## config.mk

```make
export PLATFORM = sky130hd
export DESIGN_NAME = cla_pipe_adder
export DESIGN_NICKNAME = d
export VERILOG_FILES = /design/src/rtl/cla_pipe_adder.sv
export SDC_FILE = /design/constraint.sdc
export NUM_CORES = 1
export LEC_CHECK = 0
export BUFFER_PORTS_ARGS = -buffer_cell sky130_fd_sc_hd__buf_4
export CAP_MARGIN = 20
export CORE_MARGIN = 4
export CORE_UTILIZATION = 40
export CTS_CLUSTER_SIZE = 10
export DETAILED_ROUTE_END_ITERATION = 6
export PLACE_DENSITY_LB_ADDON = 0.3
export SLEW_MARGIN = 20
export SYNTH_ARGS = -nofsm -noshare
export SYNTH_HDL_FRONTEND = slang
export SYNTH_SLANG_ARGS = --single-unit
```

## constraint.sdc

```tcl
create_clock -name clk -period 2.2 [get_ports clk]
set_input_delay 0.22 -clock clk [delete_from_list [all_inputs] [get_ports clk]]
set_output_delay 0.22 -clock clk [all_outputs]
set_load 0.1 [all_outputs]
```

## src/rtl/cla_pipe_adder.sv

```systemverilog
// cla_pipe_adder: pipelined carry-lookahead add/sub for the EX-stage ALU.
// One SEG-bit slice per stage; registered carry chains the slices.
//
// Ports:
//   clk, rst_n (async low), flush (sync pipeline clear)
//   in_valid/in_ready/in_a/in_b/in_sub/in_cin/in_tag : operation input
//   out_valid/out_ready/out_sum/out_cout/out_ovf/out_zero/out_neg/out_tag
`timescale 1ns/1ps
module cla_pipe_adder #(
   parameter int WIDTH = 32,
   parameter int SEG   = 8,
   parameter int TAG_W = 5
) (
   input  logic             clk,
   input  logic             rst_n,
   input  logic             flush,
   input  logic             in_valid,
   output logic             in_ready,
   input  logic [WIDTH-1:0] in_a,
   input  logic [WIDTH-1:0] in_b,
   input  logic             in_sub,
   input  logic             in_cin,
   input  logic [TAG_W-1:0] in_tag,
   output logic             out_valid,
   input  logic             out_ready,
   output logic [WIDTH-1:0] out_sum,
   output logic             out_cout,
   output logic             out_ovf,
   output logic             out_zero,
   output logic             out_neg,
   output logic [TAG_W-1:0] out_tag
);

   localparam int STAGES = WIDTH / SEG;
   localparam int NG     = SEG / 4;

   // Returns {carry into MSB, carry out, sum} for one segment.
   // Group carries are flattened sum-of-products over the 4-bit groups.
   function automatic logic [SEG+1:0] seg_add(
      input logic [SEG-1:0] a,
      input logic [SEG-1:0] b,
      input logic           cin
   );
      logic [SEG-1:0] g;
      logic [SEG-1:0] p;
      logic [NG-1:0]  gg;
      logic [NG-1:0]  gp;
      logic [NG:0]    gc;
      logic [SEG:0]   c;
      logic           t;
      g = a & b;
      p = a ^ b;
      for (int j = 0; j < NG; j++) begin
         gg[j] = g[4*j+3]
               | (p[4*j+3] & g[4*j+2])
               | (p[4*j+3] & p[4*j+2] & g[4*j+1])
               | (p[4*j+3] & p[4*j+2] & p[4*j+1] & g[4*j]);
         gp[j] = &p[4*j +: 4];
      end
      for (int j = 0; j <= NG; j++) begin
         t = cin;
         for (int m = 0; m < j; m++) begin
            t = t & gp[m];
         end
         gc[j] = t;
         for (int i = 0; i < j; i++) begin
            t = gg[i];
            for (int m = i + 1; m < j; m++) begin
               t = t & gp[m];
            end
            gc[j] = gc[j] | t;
         end
      end
      c = '0;
      for (int j = 0; j < NG; j++) begin
         c[4*j]   = gc[j];
         c[4*j+1] = g[4*j] | (p[4*j] & gc[j]);
         c[4*j+2] = g[4*j+1]
                  | (p[4*j+1] & g[4*j])
                  | (p[4*j+1] & p[4*j] & gc[j]);
         c[4*j+3] = g[4*j+2]
                  | (p[4*j+2] & g[4*j+1])
                  | (p[4*j+2] & p[4*j+1] & g[4*j])
                  | (p[4*j+2] & p[4*j+1] & p[4*j] & gc[j]);
      end
      c[SEG] = gc[NG];
      return {c[SEG-1], c[SEG], p ^ c[SEG-1:0]};
   endfunction

   logic             v_q [STAGES];
   logic [WIDTH-1:0] s_q [STAGES];
   logic [WIDTH-1:0] a_q [STAGES];
   logic [WIDTH-1:0] b_q [STAGES];
   logic             c_q [STAGES];
   logic             z_q [STAGES];
   logic             o_q [STAGES];
   logic [TAG_W-1:0] t_q [STAGES];
   logic [STAGES-1:0] ld;
   logic [WIDTH-1:0] b_eff;

   assign b_eff = in_sub ? ~in_b : in_b;

   // Ready chain: a stage may load if empty or its successor moves.
   always_comb begin
      ld = '0;
      ld[STAGES-1] = !v_q[STAGES-1] | out_ready;
      for (int k = STAGES - 2; k >= 0; k--) begin
         ld[k] = !v_q[k] | ld[k+1];
      end
   end

   assign in_ready = ld[0];

   for (genvar k = 0; k < STAGES; k++) begin : g_stage
      logic             up_v;
      logic             up_c;
      logic             up_z;
      logic [WIDTH-1:0] up_s;
      logic [WIDTH-1:0] up_a;
      logic [WIDTH-1:0] up_b;
      logic [TAG_W-1:0] up_t;
      logic [WIDTH-1:0] nx_s;
      logic [SEG+1:0]   r;

      if (k == 0) begin : g_head
         assign up_v = in_valid;
         assign up_c = in_cin ^ in_sub;
         assign up_z = 1'b1;
         assign up_s = '0;
         assign up_a = in_a;
         assign up_b = b_eff;
         assign up_t = in_tag;
      end else begin : g_body
         assign up_v = v_q[k-1];
         assign up_c = c_q[k-1];
         assign up_z = z_q[k-1];
         assign up_s = s_q[k-1];
         assign up_a = a_q[k-1];
         assign up_b = b_q[k-1];
         assign up_t = t_q[k-1];
      end

      assign r = seg_add(up_a[k*SEG +: SEG],
                         up_b[k*SEG +: SEG], up_c);

      always_comb begin
         nx_s = up_s;
         nx_s[k*SEG +: SEG] = r[SEG-1:0];
      end

      always_ff @(posedge clk or negedge rst_n) begin
         if (!rst_n) begin
            v_q[k] <= 1'b0;
            s_q[k] <= '0;
            a_q[k] <= '0;
            b_q[k] <= '0;
            c_q[k] <= 1'b0;
            z_q[k] <= 1'b0;
            o_q[k] <= 1'b0;
            t_q[k] <= '0;
         end else begin
            if (ld[k]) begin
               v_q[k] <= up_v;
               s_q[k] <= nx_s;
               a_q[k] <= up_a;
               b_q[k] <= up_b;
               c_q[k] <= r[SEG];
               z_q[k] <= up_z & (r[SEG-1:0] == '0);
               // Only meaningful in the last stage (MSB slice).
               o_q[k] <= r[SEG+1] ^ r[SEG];
               t_q[k] <= up_t;
            end
            if (flush) begin
               v_q[k] <= 1'b0;
            end
         end
      end
   end

   assign out_valid = v_q[STAGES-1];
   assign out_sum   = s_q[STAGES-1];
   assign out_cout  = c_q[STAGES-1];
   assign out_ovf   = o_q[STAGES-1];
   assign out_zero  = z_q[STAGES-1];
   assign out_neg   = s_q[STAGES-1][WIDTH-1];
   assign out_tag   = t_q[STAGES-1];

endmodule

```

==> run summary, run 1 <==
For the worst-skew pair, the clock arrives at the later sink with an insertion delay of 510 ps. The via density per instance came out at 4.59. The share of flip-flops with an asynchronous set or reset after synthesis came out at 1.00. The number of max-slew violations in the final report is 0. The count of endpoints failing hold in the final timing report is 0. The share of the synthesized area in compound gates (AO/OA/AOI/OAI) is 0.0723.

The number of flops mapped to enable cells by yosys is 0. The most critical setup path has its startpoint at g_stage[1].up_b[9]$_DFFE_PN0P_. The fraction of final layout cells sized beyond drive strength 1 came out at 0.178.

The sum of internal, switching and leakage power came out at 12.1 mW. In this run the core area contains 55 standard-cell rows. The worst setup path is launched from a flip-flop. For the pin with the worst max-slew slack, the measured transition is 583 ps. The number of top-level design ports came out at 119. The non-filler instance count after layout came out at 1529. The standard cell core area is 22800 µm². The die span in y is 161 µm. The vias after detailed routing is 7012. Leaving out fill and tap cells, the most frequent cells in the layout are nand2_1 (485), dfrtp_1 (208), buf_4 (153). Leaving out fill and tap cells, the most frequent cell in the layout is nand2_1. By area the synthesized netlist is led by dfrtp_1 (56%), nand2_1 (19%), ha_1 (4.3%), xnor2_1 (3.4%), o21ai_0 (2.7%). The multiplexer area fraction after synthesis is 0.00106. Of the total synthesized cell area, the portion taken by AND, OR, NAND and NOR gates is 0.226. The net count of the mapped netlist is 1145.

Clock tree synthesis selected as its root buffer the cell clkbuf_16. The top-area cell type share of the netlist area came out at 0.556. The relative slew slack came out at 0.611. The leakage power figure is 5.93 nW. The area growth from synthesis to layout is 28.4%.

Data on the critical path arrives at its endpoint at 2700 ps. The type of the setup path with the least slack is reg2reg. After synthesis, the netlist uses 53 different library cells. The library cell contributing the largest single delay on the critical path is dfrtp_1. By area, the combinational part of the netlist is dominated by simple AND/OR/NAND/NOR gates. Entering global routing, the biggest net connects 64 pins.

The count of nets left with antenna violations once routing finished came out at 0. For this configuration, the core starts out at a cell density of 0.412. The data required time at the worst endpoint came out at 2650 ps.

The final critical delay including setup and external delays is 2260 ps. Setup repair after global routing could not meet its margin everywhere. The arithmetic-cell share of the synthesized area counting full adders, half adders and majority gates is 0.0596. The xor-xnor portion of the synthesized cell area came out at 0.0558. The residual overflow from global routing is 0. STA classifies the critical path endpoint as a flip-flop. The number of global-route vias before repair came out at 6905.

The final worst-path setup slack came out at -57.1 ps. In this run the most critical hold path is launched from in_b[29]. The power per cell area came out at 1000 nW/µm². For this run, the total global-route usage over all layers was measured as 0.158. The pre-antenna-repair detailed-routing pass consisted of 4 iterations. In the routed design, unresolved DRC markers number 0. The placed wire-length estimate after detailed placement is 14400 µm. After the first detailed-routing iteration, the DRC count stood at 431. Before CTS, the worst setup slack after placement is -135 ps. Once layout is done, the placed cells without fillers occupy 12100 µm².

Along the worst path, the maximum fanout reaches 3. The number of sinks driven by the clock tree came out at 209. The total wire length after detailed routing is 20400 µm. The H-tree depth is 1. The cell type contributing the most total cell area after synthesis is dfrtp_1. The die covers 26000 µm². The initial antenna violation count was 0.

The floorplan step set the die width to 161 µm. The maximum number of buffers from clock root to sink is 3. The run finished, with violations left. The number of violations of the max-capacitance limit came out at 0. The most used flip-flop cell after synthesis is dfrtp_1. In the finished design, the share of the clock period the worst path needs comes to 1.03.

Counting the buffers created by CTS gives 25. The total of endpoints with negative setup slack in the final report is 2. TritonCTS built the clock tree.

On the worst path, the slowest cell contributes a delay of 380 ps. The critical path goes through ha_1, and2_1, a22o_1, o21ai_1, nand2b_1, fa_1, xnor2_1, nand2_1, nor2_1, a32o_1. The worst ir drop on vdd is 0.497 mV. Summing every instance area after synthesis gives 9400 µm². The total placed instance area came out at 10900 µm².

The clock tree skew after final layout is 10.9 ps. The Yosys step of the flow raised 0 warnings. The peak clock frequency supported by timing is 443 MHz. The number of antenna diodes in the final layout is 0. After filler insertion, the fill cell instance count of the layout stands at 2213.

The checks that failed: setup timing. In this run the critical register-to-register path is launched from g_stage[1].up_b[9]$_DFFE_PN0P_. Counting every instance in the synthesized netlist gives 1029. The port buffer count is 118. The sequential share of the synthesized area came out at 0.556. The worst hold margin is 17.5 ps.

The multi-input combinational cells in the finished layout cover a total of 3980 µm². The global-route wire length before repair came out at 34600 µm. The clock edge transition at the registers on the reported setup and hold paths is 50 ps. The routed wirelength normalized by instance count came out at 13.3 µm. The number of instances in the placed design came out at 1450. The final weighted congestion in routability-driven placement is 0.820. The synthesis-stage register bit count is 209. The net total in the final layout is 1326. The min-delay analysis places its worst path in the category in2reg. The post-synthesis average cell area is 9.14 µm². The combined flip-flop and latch cell area came out at 5230 µm².
-- layer usage --
layer,wire (µm),vias to the layer above,track usage
met5,0,-,0
met2,8730,126,0.237
li1,-,3633,-
met4,432,0,0.0403
met3,864,34,0.0232
met1,10300,3219,0.240
-- metrics by stage --
stage	setup TNS, ps	utilization
5_1_grt	-523	0.528
2_1_floorplan	-200	-
3_5_place_dp	-552	0.475
3_3_place_gp	-187	0.475
6_report	-109	0.528
4_1_cts	-170	0.526
-- power breakdown --
part / switching [mW] / leakage [nW] / internal, mW
registers: 0.383 / 2.45 / 4.50
logic: 2.48 / 3.13 / 1.08
clock network: 1.43 / 0.346 / 2.21
total: 4.30 / 5.93 / 7.79
-- worst paths after layout --
| kind | cells past startpoint | endpoint | slack, ps |
|---|---|---|---|
| setup / recovery | 10 | g_stage[2].up_z$_DFFE_PN0P_ | -60 |
| hold / removal | 3 | g_stage[1].up_b[29]$_DFFE_PN0P_ | 20 |
| setup reg to reg | 10 | g_stage[2].up_z$_DFFE_PN0P_ | -60 |
| hold reg to reg | 2 | g_stage[3].up_s[2]$_DFFE_PN0P_ | 460 |
| max in group asynchronous | 3 | g_stage[3].up_a[24]$_DFFE_PN0P_ | 1260 |
| min in group asynchronous | 2 | g_stage[1].up_s[4]$_DFFE_PN0P_ | 240 |
-- critical path, delay by kind of cell, from the launching register on --
| kind | cells | cell delay [ps] |
|---|---|---|
| simple gates | 4 | 450 |
| flops | 1 | 380 |
| xor+xnor | 1 | 170 |
| compound gates | 3 | 500 |
| fa+ha+maj | 2 | 700 |
-- sequential cells by signal, summed over array words and instances, names as in the netlist --
| register | cells |
|---|---|
| g_stage.up_a | 48 |
| g_stage.up_b | 48 |
| g_stage.up_c | 3 |
| g_stage.up_s | 48 |
| g_stage.up_t | 15 |
| g_stage.up_v | 3 |
| g_stage.up_z | 3 |
| out_cout | 1 |
| out_ovf | 1 |
| out_sum | 32 |
| out_tag | 5 |
| out_valid | 1 |
| out_zero | 1 |
-- cell type report --
cell class | count | share of cell area
inverter | 18 | 0.00560
timing repair buffer | 203 | 0.140
sequential | 209 | 0.433
multi-input combinational | 753 | 0.330
tap | 313 | 0.0324
clock buffer | 31 | 0.0554
clock inverter | 2 | 0.00321
-- what timing repair did --
| action | in CTS | in global routing |
|---|---|---|
| gates resized for setup | 7 | 6 |
| setup buffers | 0 | 2 |
| hold buffers | 44 | 0 |
| endpoints found under the hold margin | 94 | 0 |
| setup endpoints to repair | 5 | 8 |
| pin swaps | 9 | 8 |
-- cells in the mapped netlist (3+ instances only) --
cell and instances:
a21o_1 4, a21oi_1 22, a22o_1 3, and2_1 4
buf_1 5, buf_2 11, clkbuf_1 32, dfrtp_1 209
fa_1 8, ha_1 32, inv_1 17, nand2_1 486
nand2b_1 5, nor2_1 30, o21a_1 4, o21ai_0 51
o22ai_1 4, xnor2_1 36, xor2_1 22
-- kinds of logic after synthesis --
family	count (synthesis)
adder cells (fa/ha/maj)	40
AO/OA/AOI/OAI	109
flip-flops	209
XOR/XNOR	59
buffers and inverters	67
AND/OR/NAND/NOR	544
multiplexers	1
Power figures use the tool's default switching activity.
==> run 2: changes to the inputs <==
==> constraint.sdc (replaced) <==
create_clock -name clk -period 1.9 [get_ports clk]
set_input_delay 0.19 -clock clk [delete_from_list [all_inputs] [get_ports clk]]
set_output_delay 0.19 -clock clk [all_outputs]
set_load 0.1 [all_outputs]
==> run 2 against run 1 <==
  * The flow still finishes with violations (setup timing)
  * First-iteration DRC count is 12% lower
  * Global-route usage is 0.72 points higher
  * Critical endpoint unchanged
  * Sequential power is 16% higher
  * Design area is 4.6% higher
  * Sequential cell count stayed put
  * Clock-buffer cell count is 1 lower
==> run summary, run 2 (synthesized netlist as in run 1, its figures left out) <==
The run finished, with violations left. The final reports fail on setup timing. Timing would allow up to 434 MHz. The net total in the final layout came out at 1371. The footprint of the multi-input gates came out at 4140 µm². The total placed instance area is 11100 µm². The data required time at the worst endpoint is 2300 ps.

The port buffer count came out at 118. In this run the worst path has a maximum fanout of 2. The total wire length after detailed routing came out at 21200 µm. The clock tree skew after final layout came out at 20.5 ps. The number of buffers added by the clock tree synthesis step came out at 25. The clock insertion delay at the later pin of the skew report is 510 ps. The area overhead of the layout relative to synthesis came out at 34.2%. Summed over all failing endpoints, the final setup total negative slack is -2530 ps. Clock-pin slew was measured on the worst setup and hold paths at 50 ps. The DRC violation total after the first TritonRoute iteration came out at 379. The number of global-route vias before repair is 7227. The transition time of the tightest slew-check pin came out at 576 ps. The H-tree depth is 1.

The routed wirelength normalized by instance count came out at 13.5 µm. TritonCTS built the clock tree. The min-delay analysis places its worst path in the category in2reg. The die area came out at 26000 µm². Of the available clock period, the critical path in the final layout requires 1.21. STA classifies the critical path endpoint as a flip-flop. The starting density of the core is 0.412. In this run the clock root is driven by a clkbuf_16. The final weighted congestion in routability-driven placement came out at 0.834.

The horizontal extent of the die is 161 µm. Setup repair after global routing could not meet its margin everywhere. The leakage power figure is 6.18 nW. The combined flip-flop and latch cell area is 5230 µm².

The via density per instance came out at 4.58. The final-layout fill cell count is 2127. The worst ir drop on vdd came out at 0.731 mV. In the layout the commonest cells are nand2_1 (482), dfrtp_1 (208), buf_4 (179).

The final worst-path setup slack is -402 ps. The final non-filler cell area is 12600 µm². Measured against its own limit, the worst slew margin works out to 0.616. The global-route wire length before repair is 36200 µm. The number of top-level design ports is 119.

In the final layout, the share of cells above drive strength 1 is 0.213. The routed design could run at a clock period as short as 2300 ps. The initial antenna violation count is 0.

The power per cell area came out at 1110 nW/µm². The worst setup path is of the reg2reg kind. The vias after detailed routing is 7198. The standard cell core area came out at 22800 µm². The detail route stage leaves a number of antenna-violating nets equal to 0.

The antenna diode instance count came out at 0. The overall routing resource usage came out at 0.165. The total of endpoints with negative setup slack in the final report is 12.

The iteration count of the initial detailed-routing pass is 4. The largest net degree at the start of global routing came out at 63. The cell count of the worst hold path came out at 4. The maximum number of buffers from clock root to sink came out at 3.

The count of endpoints failing hold in the final timing report came out at 0. The DRC violation count after routing is 0. The placed wire-length estimate after detailed placement came out at 14900 µm. STA classifies the critical path startpoint as a flip-flop.

Measured along the y axis, the die boundary spans 161 µm. The number of placement rows is 55. The commonest non-fill, non-tap cell in the layout is nand2_1. The number of max-slew violations in the final report is 0. Across the run, the number of max-cap violations was 0. For the worst flop-to-flop path, the logic depth is 9.

The data arrival time at the worst-slack endpoint came out at 2700 ps. The number of sinks driven by the clock tree is 209. Global routing finished with a remaining overflow of 0.
-- run 2: cell types whose count changed in the layout (fill, tap and decap cells not counted), sizes merged --
| cell | previous run | this run |
|---|---|---|
| clkbuf | 32 | 31 |
| bufinv | 1 | 0 |
| dlygate4sd3 | 44 | 56 |
| clkinv | 0 | 2 |
| buf | 158 | 191 |
| inv | 19 | 18 |
-- run 2: path summary, 6_finish.rpt --
path | start | endpoint | slack (ps)
hold / removal | in_a[7] | g_stage[1].up_c$_DFFE_PN0P_ | 60
hold reg to reg | out_sum[14]$_DFFE_PN0P_ | out_sum[14]$_DFFE_PN0P_ | 460
setup / recovery | g_stage[1].up_a[8]$_DFFE_PN0P_ | g_stage[2].up_z$_DFFE_PN0P_ | -400
setup reg to reg | g_stage[1].up_a[8]$_DFFE_PN0P_ | g_stage[2].up_z$_DFFE_PN0P_ | -400
max in group asynchronous | rst_n | g_stage[1].up_b[27]$_DFFE_PN0P_ | 1050
min in group asynchronous | rst_n | g_stage[1].up_s[7]$_DFFE_PN0P_ | 190
-- run 2: power by group --
group / switching (mW) / internal [mW] / total [mW]
sequential: 0.436 / 5.21 / 5.64
combinational: 2.98 / 1.42 / 4.40
clock: 1.63 / 2.35 / 3.99
total: 5.05 / 8.98 / 14.0
-- run 2: cell type report --
| type | count | share of cell area |
|---|---|---|
| tap | 313 | 0.0310 |
| sequential | 209 | 0.415 |
| clock inverter | 2 | 0.00139 |
| timing repair buffer | 248 | 0.168 |
| clock buffer | 30 | 0.0511 |
| inverter | 18 | 0.00634 |
| multi-input combinational | 753 | 0.328 |
-- run 2: critical path, cell delays in order (launching register included) --
cell	delay (ps)
dfrtp_1	390
ha_1	280
a21o_1	180
a22o_1	210
o21ai_1	140
nand2b_1	90
fa_2	540
nand4b_1	110
nor2_1	50
a32o_1	210
-- run 2: timing repair --
item | 4_1_cts | 5_1_grt
hold endpoints to repair | 100 | 0
pin swaps | 21 | 14
setup endpoints to repair | 16 | 21
hold buffers | 56 | 0
setup buffers | 6 | 13
gates cloned | 0 | 0
resized for setup | 27 | 24
-- run 2: stage by stage --
step	utilization	setup WS [ps]	hold WS (ps)	std cells	total power [mW]
6_report	0.552	-402	60.1	1573	14.0
5_1_grt	0.552	-484	59.3	1573	14.8
4_1_cts	0.544	-326	37.9	1563	14.1
3_5_place_dp	0.484	-345	179	1471	9.86
3_3_place_gp	0.484	-323	175	1471	9.79
2_1_floorplan	-	-464	-106	1029	8.60
-- run 2: metal layers --
| layer | vias up | wire (µm) | global-route usage |
|---|---|---|---|
| li1 | 3723 | - | - |
| met1 | 3293 | 10500 | 0.247 |
| met2 | 151 | 9360 | 0.255 |
| met3 | 31 | 975 | 0.0232 |
| met4 | 0 | 354 | 0.0380 |
| met5 | - | 0 | 0 |
